--- src/rtl/rf_wb_scheduler_if.sv ---
// Bundle of handshake and write-port signals between the issue/execute side
// and the write-back scheduler. The master modport is the environment that
// drives the requests. The slave modport is the scheduler itself.
interface rf_wb_scheduler_if #(
  parameter int ADDR_WIDTH = 5,
  parameter int DATA_WIDTH = 32
);
  logic                  iss_valid;
  logic [ADDR_WIDTH-1:0] iss_rs1;
  logic [ADDR_WIDTH-1:0] iss_rs2;
  logic [ADDR_WIDTH-1:0] iss_rd;
  logic                  iss_ready;

  logic                  alu_valid;
  logic [ADDR_WIDTH-1:0] alu_rd;
  logic [DATA_WIDTH-1:0] alu_data;
  logic                  alu_ready;

  logic                  lsu_valid;
  logic [ADDR_WIDTH-1:0] lsu_rd;
  logic [DATA_WIDTH-1:0] lsu_data;
  logic                  lsu_ready;

  logic                  rf_wen;
  logic [ADDR_WIDTH-1:0] rf_rd;
  logic [DATA_WIDTH-1:0] rf_wdata;

  modport master (
    output iss_valid, iss_rs1, iss_rs2, iss_rd,
    output alu_valid, alu_rd, alu_data,
    output lsu_valid, lsu_rd, lsu_data,
    input  iss_ready, alu_ready, lsu_ready,
    input  rf_wen, rf_rd, rf_wdata
  );

  modport slave (
    input  iss_valid, iss_rs1, iss_rs2, iss_rd,
    input  alu_valid, alu_rd, alu_data,
    input  lsu_valid, lsu_rd, lsu_data,
    output iss_ready, alu_ready, lsu_ready,
    output rf_wen, rf_rd, rf_wdata
  );
endinterface

--- src/rtl/rf_wb_scheduler.sv ---
// Write-back scheduler and hazard scoreboard for a 2R/1W register file.
// The ALU and LSU result streams share the single write port. One busy bit
// per register stalls issue on RAW and WAW hazards.
// Build option: define RF_WB_RR_ARB_EN for round-robin arbitration. Without
// it, the LSU has fixed priority over the ALU.
module rf_wb_scheduler #(
  parameter int ADDR_WIDTH = 5,
  parameter int DATA_WIDTH = 32
) (
  input logic           clk,
  input logic           rst_n,
  rf_wb_scheduler_if.slave bus
);

  localparam int NREG = 1 << ADDR_WIDTH;

  logic [NREG-1:0]       busy_q, busy_d;
  logic                  lastGrant_q, lastGrant_d;
  logic                  rfWen_q, rfWen_d;
  logic [ADDR_WIDTH-1:0] rfRd_q, rfRd_d;
  logic [DATA_WIDTH-1:0] rfWdata_q, rfWdata_d;

  logic hazard;
  logic issueFire;
  logic aluGrant;
  logic lsuGrant;

  // The hazard check reads registered busy state only, so the stall path is short.
  always_comb begin
    hazard    = busy_q[bus.iss_rs1] | busy_q[bus.iss_rs2] | busy_q[bus.iss_rd];
    issueFire = bus.iss_valid & ~hazard & (bus.iss_rd != '0);
  end

  // Arbitration depends on the valids and last_grant only. Data never reaches the ready outputs.
  always_comb begin
    aluGrant = 1'b0;
    lsuGrant = 1'b0;
    if (bus.alu_valid && bus.lsu_valid) begin
`ifdef RF_WB_RR_ARB_EN
      if (lastGrant_q) aluGrant = 1'b1;
      else             lsuGrant = 1'b1;
`else
      lsuGrant = 1'b1;
`endif
    end else if (bus.alu_valid) begin
      aluGrant = 1'b1;
    end else if (bus.lsu_valid) begin
      lsuGrant = 1'b1;
    end
  end

  // Next state: the write port, last_grant, and busy bits. A set wins over a clear on the same index.
  always_comb begin
    lastGrant_d = lastGrant_q;
    rfWen_d     = 1'b0;
    rfRd_d      = rfRd_q;
    rfWdata_d   = rfWdata_q;
    if (aluGrant) begin
      lastGrant_d = 1'b0;
      rfRd_d      = bus.alu_rd;
      rfWdata_d   = bus.alu_data;
      rfWen_d     = (bus.alu_rd != '0);
    end else if (lsuGrant) begin
      lastGrant_d = 1'b1;
      rfRd_d      = bus.lsu_rd;
      rfWdata_d   = bus.lsu_data;
      rfWen_d     = (bus.lsu_rd != '0);
    end

    busy_d = busy_q;
    if (rfWen_q)   busy_d[rfRd_q]      = 1'b0;
    if (issueFire) busy_d[bus.iss_rd]  = 1'b1;
    busy_d[0] = 1'b0;
  end

  // State registers. An async reset abandons any in-flight write.
  always_ff @(posedge clk or negedge rst_n) begin
    if (!rst_n) begin
      busy_q      <= '0;
      lastGrant_q <= 1'b1;
      rfWen_q     <= 1'b0;
      rfRd_q      <= '0;
      rfWdata_q   <= '0;
    end else begin
      busy_q      <= busy_d;
      lastGrant_q <= lastGrant_d;
      rfWen_q     <= rfWen_d;
      rfRd_q      <= rfRd_d;
      rfWdata_q   <= rfWdata_d;
    end
  end

  assign bus.iss_ready = ~hazard;
  assign bus.alu_ready = aluGrant;
  assign bus.lsu_ready = lsuGrant;
  assign bus.rf_wen    = rfWen_q;
  assign bus.rf_rd     = rfRd_q;
  assign bus.rf_wdata  = rfWdata_q;

endmodule

--- src/flat_wrapper.sv ---
// flat-port wrapper written by rule: the top's interface ports become plain ports
module rf_wb_scheduler_flat 
#(
  parameter int ADDR_WIDTH = 5,
  parameter int DATA_WIDTH = 32
)
  (clk, rst_n, bus_iss_valid, bus_iss_rs1, bus_iss_rs2, bus_iss_rd, bus_alu_valid, bus_alu_rd, bus_alu_data, bus_lsu_valid, bus_lsu_rd, bus_lsu_data, bus_iss_ready, bus_alu_ready, bus_lsu_ready, bus_rf_wen, bus_rf_rd, bus_rf_wdata);
  rf_wb_scheduler_if #(.ADDR_WIDTH(ADDR_WIDTH), .DATA_WIDTH(DATA_WIDTH)) bus_i ();
  input logic clk;
  input logic rst_n;
  input wire logic [$bits(bus_i.iss_valid)-1:0] bus_iss_valid;
  input wire logic [$bits(bus_i.iss_rs1)-1:0] bus_iss_rs1;
  input wire logic [$bits(bus_i.iss_rs2)-1:0] bus_iss_rs2;
  input wire logic [$bits(bus_i.iss_rd)-1:0] bus_iss_rd;
  input wire logic [$bits(bus_i.alu_valid)-1:0] bus_alu_valid;
  input wire logic [$bits(bus_i.alu_rd)-1:0] bus_alu_rd;
  input wire logic [$bits(bus_i.alu_data)-1:0] bus_alu_data;
  input wire logic [$bits(bus_i.lsu_valid)-1:0] bus_lsu_valid;
  input wire logic [$bits(bus_i.lsu_rd)-1:0] bus_lsu_rd;
  input wire logic [$bits(bus_i.lsu_data)-1:0] bus_lsu_data;
  output wire logic [$bits(bus_i.iss_ready)-1:0] bus_iss_ready;
  output wire logic [$bits(bus_i.alu_ready)-1:0] bus_alu_ready;
  output wire logic [$bits(bus_i.lsu_ready)-1:0] bus_lsu_ready;
  output wire logic [$bits(bus_i.rf_wen)-1:0] bus_rf_wen;
  output wire logic [$bits(bus_i.rf_rd)-1:0] bus_rf_rd;
  output wire logic [$bits(bus_i.rf_wdata)-1:0] bus_rf_wdata;
  assign bus_i.iss_valid = bus_iss_valid;
  assign bus_i.iss_rs1 = bus_iss_rs1;
  assign bus_i.iss_rs2 = bus_iss_rs2;
  assign bus_i.iss_rd = bus_iss_rd;
  assign bus_i.alu_valid = bus_alu_valid;
  assign bus_i.alu_rd = bus_alu_rd;
  assign bus_i.alu_data = bus_alu_data;
  assign bus_i.lsu_valid = bus_lsu_valid;
  assign bus_i.lsu_rd = bus_lsu_rd;
  assign bus_i.lsu_data = bus_lsu_data;
  assign bus_iss_ready = bus_i.iss_ready;
  assign bus_alu_ready = bus_i.alu_ready;
  assign bus_lsu_ready = bus_i.lsu_ready;
  assign bus_rf_wen = bus_i.rf_wen;
  assign bus_rf_rd = bus_i.rf_rd;
  assign bus_rf_wdata = bus_i.rf_wdata;
  rf_wb_scheduler #(.ADDR_WIDTH(ADDR_WIDTH), .DATA_WIDTH(DATA_WIDTH)) u_core (.clk(clk), .rst_n(rst_n), .bus(bus_i));
endmodule
--- config.mk ---
export PLATFORM = sky130hd
export DESIGN_NAME = rf_wb_scheduler_flat
export DESIGN_NICKNAME = d
export VERILOG_FILES = /design/src/rtl/rf_wb_scheduler_if.sv /design/src/rtl/rf_wb_scheduler.sv /design/src/flat_wrapper.sv
export SDC_FILE = /design/constraint.sdc
export NUM_CORES = 1
export LEC_CHECK = 0
export ABC_AREA = 1
export CAP_MARGIN = 25
export CORE_MARGIN = 10
export CORE_UTILIZATION = 47
export CTS_BUF_LIST = sky130_fd_sc_hd__clkbuf_16
export DETAILED_ROUTE_END_ITERATION = 10
export GPL_TIMING_DRIVEN = 0
export PLACE_DENSITY = 0.93
export SYNTH_ARGS = -nofsm -noshare
export SYNTH_HDL_FRONTEND = slang
export SYNTH_SLANG_ARGS = --single-unit
--- constraint.sdc ---
create_clock -name clk -period 2.5 [get_ports clk]
set_clock_uncertainty 0.15 [all_clocks]
set_input_delay 0.625 -clock clk [delete_from_list [all_inputs] [get_ports clk]]
set_output_delay 0.625 -clock clk [all_outputs]
set_load 0.02 [all_outputs]
==> results of run 1 <==
[worst min path at each step]
stage / to / start / slack [ps] / depth (start not counted)
after global placement: u_core.bus.rf_wdata[17] / u_core.bus.rf_wdata[17] / 330 / 2
after global routing: u_core.bus.rf_rd[1] / rst_n / 330 / 1
after floorplan: u_core.bus.rf_rd[0] / rst_n / 180 / 0
after detailed placement: u_core.bus.rf_wdata[18] / u_core.bus.rf_wdata[18] / 330 / 2
final: u_core.bus.rf_wdata[3] / rst_n / 230 / 1
after CTS: u_core.bus.rf_rd[4] / rst_n / 280 / 1
[final cells by class]
type	instances	area, µm²
clock inverter	7	91.3
fill	623	2350
inverter	66	277
timing repair buffer	148	1410
buffer	32	246
sequential	69	1730
tap	108	135
clock buffer	9	225
multi-input combinational	473	2340
[synthesized netlist by cell type]
master	count
a21oi_1	6
a22oi_1	4
a31oi_1	1
and2_1	1
buf_1	5
buf_2	6
buf_4	6
buf_6	5
clkbuf_1	10
clkinv_1	2
clkinv_2	1
dfrtp_1	69
inv_1	60
inv_2	3
nand2_1	230
nand2_2	2
nand3_1	95
nand4_1	31
nor2_1	44
nor2_2	2
nor2_4	1
nor3_1	7
o211ai_1	7
o21ai_0	34
o21ai_1	2
o21bai_1	1
o22ai_1	3
o41ai_1	1
or4_1	1
[logic make-up after synthesis]
group	Yosys count	synth area share, %
and+or+nand+nor	414	41.7
buffers and inverters	98	10.2
DFF	69	40.3
AOI/OAI and AO/OA	59	7.80
[cells in the final DEF, fill, tap and decap left out, drive strengths merged]
| cell | n |
|---|---|
| a21oi | 6 |
| a22oi | 4 |
| a31oi | 1 |
| and2 | 1 |
| buf | 49 |
| bufinv | 2 |
| clkbuf | 20 |
| clkdlybuf4s50 | 116 |
| clkinv | 5 |
| clkinvlp | 3 |
| dfrtp | 69 |
| dlygate4sd2 | 3 |
| dlymetal6s2s | 1 |
| inv | 63 |
| nand2 | 232 |
| nand3 | 95 |
| nand4 | 31 |
| nor2 | 47 |
| nor3 | 7 |
| o211ai | 7 |
| o21ai | 36 |
| o21bai | 1 |
| o22ai | 3 |
| o41ai | 1 |
| or4 | 1 |
[routing by layer]
layer  vias up  GRT usage, %  wire length, µm
met1      2515          29.1             6030
met4         0          11.1              690
met2       415          44.6             8760
met5         -             0                0
li1       2401             -                -
met3        73          11.3             2680
[registers in the layout (all words and copies together) (netlist names)]
| register | cells |
|---|---|
| u_core.bus.rf_rd | 5 |
| u_core.busy_q | 31 |
| u_core.bus.rf_wen | 1 |
| u_core.bus.rf_wdata | 32 |
[power by group]
group / total [mW] / internal, mW / switching (mW)
Clock: 1.36 / 0.867 / 0.493
Sequential: 1.64 / 1.39 / 0.250
Combinational: 1.57 / 0.626 / 0.944
Total: 4.57 / 2.88 / 1.69
[through the flow]
stage	power, mW	TNS (ps)
3_5_place_dp	3.01	-14400
5_1_grt	4.77	-212
2_1_floorplan	2.39	0
6_report	4.57	-199
3_3_place_gp	2.95	-120420
4_1_cts	4.40	-166
[timing repair]
| action | in CTS | in global routing |
|---|---|---|
| buffers inserted | 5 | 11 |
| hold buffers | 0 | 0 |
| pin swaps | 5 | 23 |
| gates cloned | 1 | 1 |
| setup endpoints to repair | 33 | 2 |
| gates resized for setup | 67 | 76 |
==> impl_metrics.tcl, run 1 <==
set metrics [dict create \
    critPathTopFamily "simple AND/OR/NAND/NOR gates" \
    core_area_mm2 0.00881 \
    vias 5404 \
    cpMostUsedCell "nand3_2" \
    fp.dieH_um 115 \
    final_hold_viol_count 0 \
    timing.rr.start "u_core.busy_q[24]" \
    setup.worst_path.end "bus_iss_ready" \
    worst_slew_pin_slew_ps 864 \
    rsz0062_at_grt "true" \
    fin_ws_ps -199 \
    num_io_pins 135 \
    crit_start "bus_iss_rs1[1]" \
    slew_violations 0 \
    cp_slowest_cell "clkinvlp_4" \
    cts_tree "done" \
    clkSinkCount 69 \
    cts_made_buffers 9 \
    synth_area_leaders "dfrtp_1 (40%), nand2_1 (20%), nand3_1 (11%), inv_1 (5.3%), nand4_1 (4.5%)" \
    dpl_cell_area_mm2 0.00571 \
    grt_remaining_overflow 0 \
    start_util_pct 48.6 \
    grt_max_degree 70 \
    critPathMaxStageDelay_ps 240 \
    wl_um 18200 \
    rrSetupSlack_ps 510 \
    r2r_end "u_core.busy_q[8]" \
    ys_seq_area_share_pct 40.3 \
    synth_cell_types 29 \
    worstPathMaxFanout 8 \
    reg2reg_depth 13 \
    fin_nets 893 \
    antenna_found_initial 0 \
    dp.final_hpwl_um 12800 \
    rows 34 \
    power.density_mw_per_mm2 708 \
    ant_nets 0 \
    clk_latency_ps 340 \
    clk_pin_slew_worst_paths_ps 60 \
    cap_viol_max_count 0 \
    arrival_ps 1920 \
    first_pass_iters 6 \
    relSlewSlack_pct 42.4 \
    hold_path.class "in -> async" \
    path_cells "buf_12 > clkinvlp_4 > nand3_2 > nand3_2 > nand3_2 > nand2_1 > nand2_1 > nand2_2 > nor2_4 > and2_4 > buf_6" \
    grt_pass1_vias 5511 \
    grt_pass1_wl_um 28200 \
    cts_buffer_depth 2 \
    max_clock_freq_mhz 371 \
    post_drt_wl_per_cell_um 19.9 \
    synth_area_leader_cell "dfrtp_1" \
    final_cell_area_mm2 0.00645 \
    die_w_um 115 \
    peakVddDrop_uv 457 \
    min_period_ps 2700 \
    htreeDepth 3 \
    place.gp.congestion 0.991 \
    fin_cells 912 \
    grt_use_total_pct 26.6 \
    synthCells 640 \
    dieArea_mm2 0.0133 \
    critical_path_buf_inv_count 3 \
    drt_iter0_markers 579 \
    syn_area_mm2 0.00428 \
    worst-path-stages 11 \
    holdWs_ps 232 \
    dp.cells 878 \
    ys_warn_count 0 \
    cp-end-kind "output pin" \
    avgSynthCellArea_um2 6.69 \
    setup_viol 1 \
    ys_seq_elements 69 \
    drc 0 \
    viasPerCell 5.93 \
    startpoint_type "input port" \
    outcome "finished, violations left" \
    antenna_cells 0 \
    pre_cts_slack_ps -1290 \
    fin_util_pct 73.3 \
    path_class "in -> out" \
    io_buffers 130 \
    area_growth_pct 50.7 \
    fin_crit_sh_pct 108 \
    power_leakage_nw 3.03 \
    required_ps 1730 \
    cts-root-buf "clkbuf_16" \
    drive_above_1_share_pct 15.3 \
    yosysTopAreaCellShare_pct 40.3 \
    synth_fp_nets 734 \
    violations "setup timing" \
]
Power figures use the tool's default switching activity.
==> inputs of run 2 (changes only) <==
Settings changed: ABC_CLOCK_PERIOD_IN_PS set to 2500.
==> results of run 2 <==
Final layout, timing and power as in run 1 (identical DEF).
